**config.mk**
```make
export PLATFORM = sky130hd
export DESIGN_NAME = mux_scan_n
export DESIGN_NICKNAME = d
export VERILOG_FILES = /design/src/rtl/mux_scan_n.sv
export SDC_FILE = /design/constraint.sdc
export NUM_CORES = 1
export LEC_CHECK = 0
export ABC_AREA = 0
export CAP_MARGIN = 10
export CORE_ASPECT_RATIO = 1.25
export CORE_MARGIN = 2
export CORE_UTILIZATION = 31
export DETAILED_ROUTE_END_ITERATION = 10
export PLACE_DENSITY = 0.68
export SYNTH_ARGS = -nofsm -noshare
export SYNTH_HDL_FRONTEND = slang
export SYNTH_SLANG_ARGS = --single-unit
```
**constraint.sdc**
```tcl
create_clock -name clk -period 2.7 [get_ports clk]
set_input_delay 0.405 -clock clk [delete_from_list [all_inputs] [get_ports clk]]
set_output_delay 0.405 -clock clk [all_outputs]
set_load 0.005 [all_outputs]
```
**src/rtl/mux_scan_n.sv**
```systemverilog
// ---------------------------------------------------------------------------
// mux_scan_n
//   N-channel, W-bit multiplexer with a registered output and a built-in
//   channel sequencer.
//   Manual mode: y follows the channel picked by sel (out-of-range sel ignored).
//   Scan mode: the pointer steps through the channels and dwells DWELL cycles
//   on each. load preloads the pointer from sel.
//
// Optional feature (macro MUX_SKIP_MASK_EN):
//   Adds a per-channel enable mask. Scan skips disabled channels. Selecting a
//   disabled channel manually (or by load) moves ch but drives y to 0.
//
// Ports:
//   clk    system clock, rising edge
//   reset  synchronous, active-high reset
//   d      packed channels, channel k = d[k*WIDTH +: WIDTH]
//   sel    manual select / scan preload value
//   mode   0 = manual, 1 = scan
//   load   scan mode: preload pointer from sel
//   mask   (MUX_SKIP_MASK_EN only) bit k = 1 enables channel k
//   y      registered data of the selected channel
//   ch     channel currently driving y
//   valid  one-cycle pulse when ch changes
//   wrap   one-cycle pulse when the scan pointer returns to the first channel
// ---------------------------------------------------------------------------
module mux_scan_n #(
  parameter int WIDTH    = 4,
  parameter int CHANNELS = 4,
  parameter int SEL_W    = 2,
  parameter int DWELL    = 8
) (
  input  logic                      clk,
  input  logic                      reset,
  input  logic [WIDTH*CHANNELS-1:0] d,
  input  logic [SEL_W-1:0]          sel,
  input  logic                      mode,
  input  logic                      load,
`ifdef MUX_SKIP_MASK_EN
  input  logic [CHANNELS-1:0]       mask,
`endif
  output logic [WIDTH-1:0]          y,
  output logic [SEL_W-1:0]          ch,
  output logic                      valid,
  output logic                      wrap
);

  localparam int                 CNT_W    = (DWELL > 1) ? $clog2(DWELL) : 1;
  localparam logic [CNT_W-1:0]   CNT_LAST = CNT_W'(DWELL - 1);
  localparam logic [SEL_W-1:0]   CH_LAST  = SEL_W'(CHANNELS - 1);
  // One bit wider than sel so CHANNELS == 2^SEL_W is representable.
  localparam logic [SEL_W:0]     CH_COUNT = (SEL_W + 1)'(CHANNELS);

  typedef enum logic {MANUAL, SCAN} state_t;

  state_t            state, state_nxt;
  logic [CNT_W-1:0]  cnt, cnt_nxt;
  logic [SEL_W-1:0]  nxt_ch, adv_ch;
  logic              adv_wrap, wrap_nxt, sel_ok;
  logic [WIDTH-1:0]  y_nxt;

  assign sel_ok = ({1'b0, sel} < CH_COUNT);

  // State register.
  // NOTE: sequential state uses non-blocking assignments so every register
  // samples its inputs from the same pre-edge values.
  always_ff @(posedge clk) begin
    if (reset) state <= MANUAL;
    else       state <= state_nxt;
  end

  // Next-state logic: mode is sampled every cycle.
  always_comb begin
    // NOTE: default assignment first, so no path leaves state_nxt unassigned
    // and no latch is inferred.
    state_nxt = state;
    case (state)
      MANUAL:  if (mode)  state_nxt = SCAN;
      SCAN:    if (!mode) state_nxt = MANUAL;
      default: state_nxt = MANUAL;
    endcase
  end

  // Channel the scan pointer would advance to, and whether that is a wrap.
`ifdef MUX_SKIP_MASK_EN
  always_comb begin : adv_search
    int   idx;
    logic found;
    idx      = 0;
    found    = 1'b0;
    adv_ch   = ch;
    // Walk upward from ch+1, wrapping around; i == CHANNELS revisits ch
    // itself, so a single enabled channel wraps onto itself.
    for (int i = 1; i <= CHANNELS; i++) begin
      idx = (int'(ch) + i) % CHANNELS;
      if (!found && mask[idx]) begin
        adv_ch = SEL_W'(idx);
        found  = 1'b1;
      end
    end
    adv_wrap = found && (adv_ch <= ch);
  end
`else
  always_comb begin
    adv_ch   = (ch == CH_LAST) ? '0 : ch + SEL_W'(1);
    adv_wrap = (ch == CH_LAST);
  end
`endif

  // Output logic: the rule of the state being entered applies this cycle.
  always_comb begin
    nxt_ch   = ch;
    cnt_nxt  = '0;
    wrap_nxt = 1'b0;
    if (state_nxt == MANUAL) begin
      if (sel_ok) nxt_ch = sel;
    end else if (load) begin
      if (sel_ok) nxt_ch = sel;
    end else if (cnt == CNT_LAST) begin
      nxt_ch   = adv_ch;
      wrap_nxt = adv_wrap;
    end else begin
      cnt_nxt  = cnt + CNT_W'(1);
    end

    y_nxt = d[int'(nxt_ch)*WIDTH +: WIDTH];
`ifdef MUX_SKIP_MASK_EN
    if (!mask[int'(nxt_ch)]) y_nxt = '0;
`endif
  end

  // Datapath registers: y and ch load together, so they always agree.
  always_ff @(posedge clk) begin
    if (reset) begin
      y     <= '0;
      ch    <= '0;
      cnt   <= '0;
      valid <= 1'b0;
      wrap  <= 1'b0;
    end else begin
      y     <= y_nxt;
      ch    <= nxt_ch;
      cnt   <= cnt_nxt;
      valid <= (nxt_ch != ch);
      wrap  <= wrap_nxt;
    end
  end

endmodule

```
==> results.ini <==
[timing]
setup_viol=0
skew_ns=0.0009074
setup_slack_ns=0.9975
fmax_mhz=587.4
fin_crit_sh_pct=63.06
max_slew.worst_pin.slew_ns=0.2974
min_period_ns=1.702
fin_setup_tns_ns=0
finalHoldViolCount=0
relSlewSlack_pct=80.18
rsz0062_at_grt=no
slew_violations=0

[worst_setup_path]
worstPathRequired_ns=2.89
r2r-start=cnt[0]
crit_family=compound AO/OA/AOI/OAI gates
path_depth=7
reg2reg_slack_ns=1.0
setup.worst_path.end=y[2]
cp-startpoint=cnt[0]
cp.buffers_inverters=0
crit_chain=ha_1 > ha_1 > mux2i_1 > nor2_1 > a21oi_1 > nand2b_1 > o22ai_1
worstRegToRegCells=7
crit_slowest_cell=dfxtp_1
cp_common_cell=ha_1
crit_fanout=6
worstSetupPathType=reg2reg
cpPeakStageDelay_ns=0.34
critPathCaptureType=flop
r2r_end=y[2]
cp-start-kind=flop
worstPathArrival_ns=1.90

[drt]
dr_total_vias=476
routed_wl_um=1040
first_pass_iters=3
final_antenna_net_count=0
wl_per_cell_um=10.40
drc=0
drtIter0Drc=1
via_per_inst=4.760

[floorplanning]
die_h_um=49.48
pin_count=30
core_area_mm2=0.001562
start_util_pct=32.85
row_count=16
dieWidth_um=40.39
dieArea_mm2=0.001998

[cells_and_area]
num_antenna_cells=0
fillCellCount=152
drive_gt1_share_pct=7.317
final_core_util_pct=54.33
postLayoutCellArea_um2=848.3
fin_nets=108
areaGrowthSynthToFinish_pct=65.37

[yosys]
avgSynthCellArea_um2=10.47
synth.largest_area_cell=dfxtp_1
yosys_warnings=0
synthesis.nets=74
ys_types=19
syn_inst=49
synth_edf_count=0
synth_area_um2=513.0
synth_most_common_cell=dfxtp_1
yosysTopAreaCellShare_pct=42.93
ys_seq_area_share_pct=42.93
ys_ff_latch=11
ys_top_cells_by_area=dfxtp_1 43%, mux2i_1 18%, ha_1 7.3%
yosys-top-cells-count=11 x dfxtp_1, 9 x mux2i_1, 4 x o22ai_1
async_reset_ff_share_pct=0
ys.flop_type=dfxtp_1

[clock_network]
cts_made_buffers=3
cts_max_path_buffers=2
ctsResizeCount=0
cts-root-buf=clkbuf_4
cts.sinks=11
tritoncts=built
clk_pin_slew_ns=0.07
cts_setup_buffers=0
holdBufCountCts=0
htree_levels=1
clock_latency_ns=0.26

[pwr]
p_leak_nw=0.3647
ir_worst_vdd_mv=0.1791
power.total_mw=0.3806
p_per_area_mw_per_mm2=448.6

[global_routing]
grt_pass1_vias=436
overflow=0
grt_pass1_wl_um=1649
grt_max_degree=11
antenna_found_initial=0
track_usage_pct=12.00

[placement]
postPlaceCellArea_um2=822.0
place.gp.congestion=0.6521
dp_slack_ns=0.8511
dp_hpwl_um=865.5
io_buffers=29

[flow_run]
drv_cap=0

[worst_hold_path]
hp-class=reg2reg

[run_status]
status=complete, no violations

routing by layer:
metal / GRT usage [%] / up-vias / share of wire [%]
li1: - / 242 / -
met1: 11.42 / 209 / 38
met2: 20.37 / 23 / 51
met3: 3.153 / 2 / 8.7
met4: 8.333 / 0 / 1.8
met5: 0 / - / 0
worst min-delay path by stage:
stage          startpoint      to  slack, ns  depth (start not counted)
2_1_floorplan      cnt[0]  cnt[0]       0.40                          1
3_3_place_gp       cnt[0]  cnt[0]       0.44                          1
3_5_place_dp       cnt[0]  cnt[0]       0.43                          1
4_1_cts            cnt[0]  cnt[0]       0.44                          1
5_1_grt            cnt[0]  cnt[0]       0.46                          1
6_report           cnt[0]  cnt[0]       0.43                          1
flip-flops by register name, summed over array words and instances (netlist names):
name and flops:
cnt 3, y 4, wrap 1, ch 2, valid 1
kinds of logic after synthesis:
kind of cell	after synthesis	synth area share (%)
AO/OA/AOI/OAI	8	9.267
XOR/XNOR	2	3.415
adder cells (fa/ha/maj)	3	7.318
buffers and inverters	3	3.659
flip-flops	11	42.93
multiplexers	9	17.56
AND/OR/NAND/NOR	13	15.85
metrics by stage:
| step | instances | hold slack [ns] |
|---|---|---|
| after floorplan | 49 | 0.4037 |
| after global placement | 96 | 0.4390 |
| after detailed placement | 96 | 0.4330 |
| after CTS | 100 | 0.4432 |
| after global routing | 100 | 0.4578 |
| final | 100 | 0.4336 |
worst register-to-register path: stages, from the launching register on:
cell and delay [ns]:
dfxtp_1 0.34, ha_1 0.15, ha_1 0.27, mux2i_1 0.22, nor2_1 0.05, a21oi_1 0.25, nand2b_1 0.17, o22ai_1 0.18
where the power goes:
| part | switching, mW | internal (mW) |
|---|---|---|
| sequential | 0.00481 | 0.173 |
| combinational | 0.0289 | 0.0635 |
| clock | 0.0533 | 0.0572 |
| total | 0.0870 | 0.294 |
layout make-up:
| type | count | area [um^2] | share of cell area (%) |
|---|---|---|---|
| Sequential cell | 11 | 220.2 | 25.96 |
| Timing Repair Buffer | 30 | 297.8 | 35.10 |
| Tap cell | 18 | 22.52 | 2.655 |
| Clock buffer | 4 | 26.28 | 3.097 |
| Multi-Input combinational cell | 35 | 274.0 | 32.30 |
| Inverter | 2 | 7.507 | 0.8850 |
cells in the final DEF, fill, tap and decap left out, types with 2 or more instances in the layout:
cell type,instances
clkdlybuf4s50_1,29
mux2i_1,9
nor3_1,2
dfxtp_1,11
nor2b_1,2
nor2_1,2
o22ai_1,4
a21oi_1,3
inv_1,2
and2_1,2
ha_1,3
clkbuf_4,3
No activity file was read; power rests on OpenSTA's default activity.
